### config.mk
export PLATFORM = sky130hd
export DESIGN_NAME = mosby_pc_unit
export DESIGN_NICKNAME = d
export VERILOG_FILES = /design/src/rtl/mosby_pkg.sv /design/src/rtl/mosby_branch_cond.sv /design/src/rtl/mosby_pc_unit.sv
export SDC_FILE = /design/constraint.sdc
export NUM_CORES = 1
export LEC_CHECK = 0
export ABC_AREA = 1
export CAP_MARGIN = 10
export CORE_UTILIZATION = 55
export DETAILED_ROUTE_END_ITERATION = 10
export HOLD_SLACK_MARGIN = 0.08
export PLACE_DENSITY = 0.81
export REMOVE_ABC_BUFFERS = 1
export SLEW_MARGIN = 15
export SYNTH_ARGS = -nofsm -noshare
export SYNTH_HDL_FRONTEND = slang
export SYNTH_SLANG_ARGS = --single-unit
### constraint.sdc
create_clock -name clk -period 3.2 [get_ports clk]
set_input_delay 0.8 -clock clk [delete_from_list [all_inputs] [get_ports clk]]
set_output_delay 0.8 -clock clk [all_outputs]
set_load 0.01 [all_outputs]
### src/rtl/mosby_pkg.sv
// Shared types and constants for the mosby program-counter/branch sequencer.
// Also used by decoder tests that reuse mosby_branch_cond.
package mosby_pkg;

  typedef enum logic [1:0] {
    VEC_LO = 2'd0,
    VEC_HI = 2'd1,
    RUN    = 2'd2,
    FIX    = 2'd3
  } state_e;

  // Even codes branch on a clear flag, odd codes on a set flag.
  typedef enum logic [2:0] {
    BPL = 3'd0,
    BMI = 3'd1,
    BVC = 3'd2,
    BVS = 3'd3,
    BCC = 3'd4,
    BCS = 3'd5,
    BNE = 3'd6,
    BEQ = 3'd7
  } branch_op_e;

  localparam int FLAG_N = 7;
  localparam int FLAG_V = 6;
  localparam int FLAG_Z = 1;
  localparam int FLAG_C = 0;

endpackage

### src/rtl/mosby_branch_cond.sv
// Combinational branch-condition evaluator: selects one status flag by
// branch_op[2:1] and compares it with the polarity in branch_op[0].
module mosby_branch_cond
  import mosby_pkg::*;
(
  input  logic [2:0] branch_op,
  input  logic [7:0] status,
  output logic       taken
);

  logic flag;

  always_comb begin
    // NOTE: default assignment first so no path leaves flag unassigned (no latch).
    flag = status[FLAG_N];
    unique case (branch_op[2:1])
      2'd0: flag = status[FLAG_N];
      2'd1: flag = status[FLAG_V];
      2'd2: flag = status[FLAG_C];
      2'd3: flag = status[FLAG_Z];
    endcase
  end

  assign taken = (flag == branch_op[0]);

endmodule

### src/rtl/mosby_pc_unit.sv
// Program-counter/branch sequencer: reset-vector fetch, increment, absolute
// jumps from latched target bytes and 6502-style relative branches.
module mosby_pc_unit
  import mosby_pkg::*;
#(
  parameter int                 ADDR_W       = 16,
  parameter logic [ADDR_W-1:0]  RESET_VEC    = ADDR_W'(16'hFFFC),
  parameter bit                 PAGE_PENALTY = 1'b1
) (
  input  logic              clk,
  input  logic              rst,
  input  logic              pc_inc,
  input  logic              branch_con,
  input  logic              branch_uncon,
  input  logic              load_lo,
  input  logic              load_hi,
  input  logic [2:0]        branch_op,
  input  logic [7:0]        status,
  input  logic [7:0]        data_in,
  output logic [ADDR_W-1:0] pc,
  output logic [ADDR_W-1:0] addr,
  output logic              vec_req,
  output logic              busy,
  output logic              branch_taken,
  output logic              page_cross
);

  localparam int PG_W = ADDR_W - 8;

  state_e            state;
  logic [7:0]        tgt_lo;
  logic [PG_W-1:0]   tgt_hi;
  logic [7:0]        vec_lo;
  logic [PG_W-1:0]   fix_pg;

  logic              cond_taken;
  logic [ADDR_W-1:0] pc_plus;
  logic [ADDR_W-1:0] br_tgt;
  logic              crosses;

  mosby_branch_cond u_cond (
    .branch_op (branch_op),
    .status    (status),
    .taken     (cond_taken)
  );

  // pc already points past the offset operand, so the offset is relative to it.
  assign pc_plus = pc + ADDR_W'(1);
  assign br_tgt  = pc + {{PG_W{data_in[7]}}, data_in};
  assign crosses = (br_tgt[ADDR_W-1:8] != pc[ADDR_W-1:8]);

  assign busy    = (state != RUN);
  assign vec_req = (state == VEC_LO) || (state == VEC_HI);

  always_comb begin
    addr = pc;
    unique case (state)
      VEC_LO:  addr = RESET_VEC;
      VEC_HI:  addr = RESET_VEC + ADDR_W'(1);
      default: addr = pc;
    endcase
  end

  // NOTE: sequential state uses non-blocking assignments so every register
  // samples pre-edge values, independent of statement order.
  always_ff @(posedge clk or posedge rst) begin
    if (rst) begin
      state        <= VEC_LO;
      pc           <= RESET_VEC;
      tgt_lo       <= '0;
      tgt_hi       <= '0;
      vec_lo       <= '0;
      fix_pg       <= '0;
      branch_taken <= 1'b0;
      page_cross   <= 1'b0;
    end else begin
      branch_taken <= 1'b0;
      page_cross   <= 1'b0;
      unique case (state)
        VEC_LO: begin
          vec_lo <= data_in;
          state  <= VEC_HI;
        end
        VEC_HI: begin
          pc    <= {PG_W'(data_in), vec_lo};
          state <= RUN;
        end
        RUN: begin
          if (load_lo) tgt_lo <= data_in;
          if (load_hi) tgt_hi <= PG_W'(data_in);
          // A jump in the same cycle as a load still sees the old target bytes.
          if (branch_uncon) begin
            pc <= {tgt_hi, tgt_lo};
          end else if (branch_con) begin
            if (cond_taken) begin
              branch_taken <= 1'b1;
              page_cross   <= crosses;
              if (crosses && PAGE_PENALTY) begin
                pc     <= {pc[ADDR_W-1:8], br_tgt[7:0]};
                fix_pg <= br_tgt[ADDR_W-1:8];
                state  <= FIX;
              end else begin
                pc <= br_tgt;
              end
            end else begin
              pc <= pc_plus;
            end
          end else if (pc_inc) begin
            pc <= pc_plus;
          end
        end
        FIX: begin
          pc    <= {fix_pg, pc[7:0]};
          state <= RUN;
        end
        default: state <= VEC_LO;
      endcase
    end
  end

endmodule

; After elaboration in Yosys (flattened, before gate mapping)
; Index checks and enable logic that the tools add are counted.
[classes]
add_sub_neg = 2
n_eq_ne = 15
mux = 21
bitwise = 2
n_reduce_logical = 12
[op_table]
columns = op, count
row1 = $mux 16, 5
row2 = $pmux 16 s3, 1
row3 = $pmux 16 s2, 1
row4 = $add 16x1->16 const B, 1
row5 = $add 16x16->16, 1
row6 = $ne 2x2->1 const B, 5
row7 = $eq 2x2->1 const B, 4
row8 = $mux 1, 8
row9 = $mux 2, 4
row10 = $ne 8x8->1, 1
row11 = $pmux 2 s3, 1
row12 = $reduce_and 3->1, 2
row13 = $ne 5x5->1 const B, 1
row14 = $reduce_and 5->1, 1
row15 = $eq 2x1->1 const B, 2
row16 = $logic_not 2->1, 2
row17 = $ne 4x4->1 const B, 1
row18 = $pmux 1 s4, 1
row19 = $reduce_and 2->1, 2
row20 = $reduce_and 4->1, 1
row21 = $reduce_bool 3->1, 1
row22 = $not 1->1, 2
row23 = $reduce_bool 2->1, 1
row24 = $reduce_or 2->1, 1
row25 = other kinds (2), 2
[word_totals]
reg_bits = 52
inputBits = 26
out_inout_bits = 36

; Depth between registers and ports, before layout
[logic_depth]
depth_word = 7
ltp_mapped = 18

; By module
; A second synthesis with hierarchy kept.
[unflattened]
cells_unflattened = 646
area_unflattened_um2 = 4184.0
[by_module_without_submodules]
columns = mod, n_inst, cells_per_inst, area_per_inst_um2, seq_area_each_um2
row1 = mosby_pc_unit, 1, 633, 4126.5, 1318.8
row2 = mosby_branch_cond, 1, 13, 57.6, 0.0

; Least setup slack after synthesis
; No wires, ideal clock.
[synth_path]
path_type = input-to-reg
start = in data_in[0]
end = reg pc[10]
setup_ns = 0.061
arrival_time_ns = 2.662
setup_slack_ns = 0.477
cell_stages = 17
path_buffers = 1
cell_sequence = ha_1 -> inv_1 -> fa_1 -> nor2_1 -> o21ai_1 -> nand2_1 -> nand2_1 -> nand2_1 -> nand2_1 -> nand3_1 -> nand2_1 -> nor2_2 -> nand3_2 -> nand2_4 -> buf_6 -> nand3_1 -> nand2_1
[synth_between]
elab_chain_len = 6
word_cells_on_any_way = 9
cone_classes = 1 x add/sub / 2 x eq/ne / 5 x mux / 1 x reduce/logical
[synth_lines]
columns = element, line_no
row1 = from (decl), mosby_pc_unit.sv:19  ; input logic [7:0] data_in,
row2 = $add 16x16->16 (*), mosby_pc_unit.sv:49  ; assign br_tgt = pc + {{PG_W{data_in[7]}}, data_in};
row3 = $mux 16, mosby_pc_unit.sv:98  ; if (crosses && PAGE_PENALTY) begin
row4 = $mux 16, mosby_pc_unit.sv:95  ; if (cond_taken) begin
row5 = $mux 16, mosby_pc_unit.sv:94  ; end else if (branch_con) begin
row6 = $mux 16, mosby_pc_unit.sv:92  ; if (branch_uncon) begin
row7 = $pmux 16 s3, mosby_pc_unit.sv:79  ; unique case (state)
row8 = to (signal assigned), mosby_pc_unit.sv:85  ; pc <= {PG_W'(data_in), vec_lo};
row9 = to (signal assigned), mosby_pc_unit.sv:93  ; pc <= {tgt_hi, tgt_lo};
row10 = to (signal assigned), mosby_pc_unit.sv:99  ; pc <= {pc[ADDR_W-1:8], br_tgt[7:0]};
row11 = to (decl), mosby_pc_unit.sv:20  ; output logic [ADDR_W-1:0] pc,
; Every way passes the cells marked *; elsewhere a longest branch is shown, timed or not. The select of a mux whose other input is x is not followed.
; A chain may end at the register's enable or synchronous reset.

; Worst setup path after layout
[layout_path]
start = reg state[1]
end = out vec_req
[layout_between]
elab_chain_len = 2
word_cells_on_any_way = 3
cone_classes = 1 x eq/ne / 2 x reduce/logical
[layout_lines]
columns = element, line_no
row1 = from (decl), mosby_pc_unit.sv:30  ; state_e state;
row2 = from (signal assigned), mosby_pc_unit.sv:68  ; state <= VEC_LO;
row3 = from (signal assigned), mosby_pc_unit.sv:82  ; state <= VEC_HI;
row4 = from (signal assigned), mosby_pc_unit.sv:86  ; state <= RUN;
row5 = $eq 2x1->1 / $logic_not 2->1 (equally long branches), mosby_pc_unit.sv:53  ; assign vec_req = (state == VEC_LO) || (state == VEC_HI);
row6 = $logic_or 1x1->1 (*), mosby_pc_unit.sv:53
row7 = to (decl), mosby_pc_unit.sv:22  ; output logic vec_req,
; Every way passes the cells marked *; elsewhere a longest branch is shown, timed or not.

==> flow_summary.yaml <==
status:
  status: "complete, no violations"
power:
  power_frac_comb_pct: 69.2
  internal-power_mw: 2.99
  sequentialPowerShare_pct: 24.6
  power.switching_mw: 2.79
  p_clk_share_pct: 6.2
  powerDensity_mw_per_mm2: 1060
  swShare_pct: 48.2
  p_leak_nw: 2.79
  total_power_mw: 5.78
  peakVddDrop_uv: 600
die:
  fp.coreArea_mm2: 0.00721
  rows: 31
  pin_count: 62
  chipHeight_um: 88.3
  fp.dieW_um: 88.3
  die_area_mm2: 0.00779
  start_util_pct: 56.7
drt:
  drc: 0
  ant_nets: 0
  firstDrtPassIters: 5
  viasPerCell: 5.54
  vias: 4604
  routed_wl_mm: 12.8
  routedWlPerCell_um: 15.4
  first_iter_violations: 371
logic_synthesis:
  syn_inst: 622
  synth_cell_types: 33
  ys_seq_area_share_pct: 32.2
  synthFlopType: "dfrtp_1"
  synth_area_per_cell_um2: 6.58
  synth.cell_area_mm2: 0.00409
  ys_seq_elements: 52
  ys_warn_count: 0
  synth_edf_count: 0
  async_flop_share_pct: 100
cells_and_area:
  fill_cells: 580
  fin_nets: 780
  utilization_pct: 75.4
  syn_to_final_growth_pct: 32.9
  regArea_mm2: 0.00132
  finalNonFillerCells: 831
  multi_input_area_mm2: 0.00252
  fin_area_mm2: 0.00544
  final_cell_mix: "nand2_1, inv_1, buf_4"
  diodes: 0
  mostFrequentLayoutCell: "nand2_1"
  drive_gt1_share_pct: 16.4
setup_path:
  critPathTopFamily: "flip-flops"
  rr_worst_depth: 7
  cp_slowest_cell: "dfrtp_1"
  path_buf_inv: 2
  critPathMaxFanout: 13
  worstPathArrival_ns: 2.28
  r2r_end: "pc[14]"
  cp.required_ns: 2.40
  worstSetupStartpointType: "flip-flop"
  critPathMaxStageDelay_ns: 0.70
  r2r_slack_ns: 0.18
  path_cells: "inv_1, ha_1, or2_2, clkdlybuf4s50_1"
  r2r_start: "state[1]"
  worstSetupPathType: "reg2out"
  end_kind: "output pin"
job:
  maxCapViolations: 0
timing:
  grt_setup_unrepaired: "no"
  final.setup.tns_ns: 0
  skew_ns: 0.00388
  slew_viol_final: 0
  holdWs_ns: 0.500
  setup_viol_count_final: 0
  post-route-min-period_ns: 3.08
  setup_slack_ns: 0.125
  fin_crit_sh_pct: 96.1
  hold_viol_final: 0
  relSlewSlack_pct: 26.9
  max_freq_mhz: 325
  worst_pin_slew_ns: 1.09
clocking:
  cts_num_sinks: 52
  cts-htree-levels: 2
  clockBufferDepth: 2
  clock_latency_ns: 0.31
  cts_tree: "done"
  cts-root-buf: "clkbuf_8"
  cts_buffers: 5
  clk_pin_slew_ns: 0.09
global_route:
  track_usage_pct: 32.9
  grt_pass1_wl_mm: 19.4
  overflow: 0
  grt_start_max_net_pins: 53
  grt_pass1_vias: 4084
  antenna_found_initial: 0
place:
  place_inst: 816
  placedInstanceArea_mm2: 0.00513
  pre_cts_ws_ns: -0.349
  post-dp-hpwl_mm: 9.59
  gp_congestion: 0.972
  port_buffers: 57
worst_hold_path:
  worstHoldEndpoint: "vec_lo[5]"
  hp-class: "reg2reg"
  min_from: "vec_lo[5]"
  whs_path_depth: 2
logic make-up after synthesis:
kind of cell / after synthesis / share of synthesized area [%]
AND/OR/NAND/NOR: 334 / 34.2
flip-flops: 52 / 32.2
AO/OA/AOI/OAI: 98 / 13.6
buffers and inverters: 100 / 9.63
XOR/XNOR: 16 / 3.42
adder cells (fa/ha/maj): 22 / 6.91
state kept, by name (all words and copies together), names as in the netlist:
| name | count |
|---|---|
| branch_taken | 1 |
| page_cross | 1 |
| vec_lo | 8 |
| tgt_lo | 8 |
| fix_pg | 8 |
| pc | 16 |
| state | 2 |
| tgt_hi | 8 |
tightest hold or removal path: stages (launching register included):
cell and delay, ns:
dfrtp_1 0.36, nand2_1 0.05, o21ai_0 0.06
Yosys cell counts, types with 2 or more instances:
master    count  area (um2)
buf_2         3        15.0
ha_1         21         263
buf_6         2        22.5
nand3b_1      2        15.0
a21oi_1      17        85.1
nand2_1     221         830
nor3_1        9        45.0
dfstp_2      14         368
xnor2_1       4        35.0
a31oi_1       5        31.3
a22oi_1       5        37.5
nor2_1       26        97.6
nand4_1       7        43.8
and2_1        2        12.5
o211ai_1      5        37.5
dfrtp_1      38         951
clkbuf_1     12        45.0
o21ai_0      46         230
nor2_2        4        25.0
inv_1        83         312
o21ai_1      10        50.1
a221oi_1      7        61.3
nand3_1      56         280
nand2_2       3        18.8
xor2_1       12         105
area by class of cell:
type | instances | share of cell area (%)
Clock inverter | 2 | 0.230
Sequential cell | 52 | 24.2
Multi-Input combinational cell | 470 | 46.3
Timing Repair Buffer | 120 | 19.9
Tap cell | 99 | 2.28
Inverter | 83 | 5.73
Clock buffer | 5 | 1.26
power by group through the flow:
stage	Combinational (mW)	Sequential (mW)	Clock, mW
5_1_grt	4.41	1.45	0.386
3_5_place_dp	3.74	1.40	0
6_report	4.01	1.42	0.358
4_1_cts	3.77	1.39	0.361
2_1_floorplan	2.17	1.34	0
3_3_place_gp	3.62	1.39	0
worst max path at each step:
stage | from | endpoint | cells past startpoint | slack (ns)
global placement | data_in[0] | pc[10] | 16 | -0.26
floorplan | data_in[0] | pc[10] | 17 | 0.40
detailed placement | data_in[0] | pc[9] | 16 | -0.35
finish | state[1] | vec_req | 4 | 0.12
global route | data_in[4] | fix_pg[0] | 19 | 0.02
CTS | data_in[0] | fix_pg[5] | 18 | 0.04
routing by layer:
| metal | routed length [um] | part of all wire, % | GRT usage (%) |
|---|---|---|---|
| met3 | 959 | 7.5 | 4.38 |
| met5 | 0 | 0 | 0 |
| met4 | 388 | 3.0 | 12.9 |
| met1 | 5320 | 42 | 43.7 |
| met2 | 6130 | 48 | 54.8 |
repair_timing:
item	4_1_cts	5_1_grt
cloned	0	2
gates resized for setup	2	34
setup endpoints to repair	15	19
pin swaps	0	4
buffers inserted	0	6
hold buffers	0	0
endpoints found under the hold margin	0	0
No activity file was read; power rests on OpenSTA's default activity.
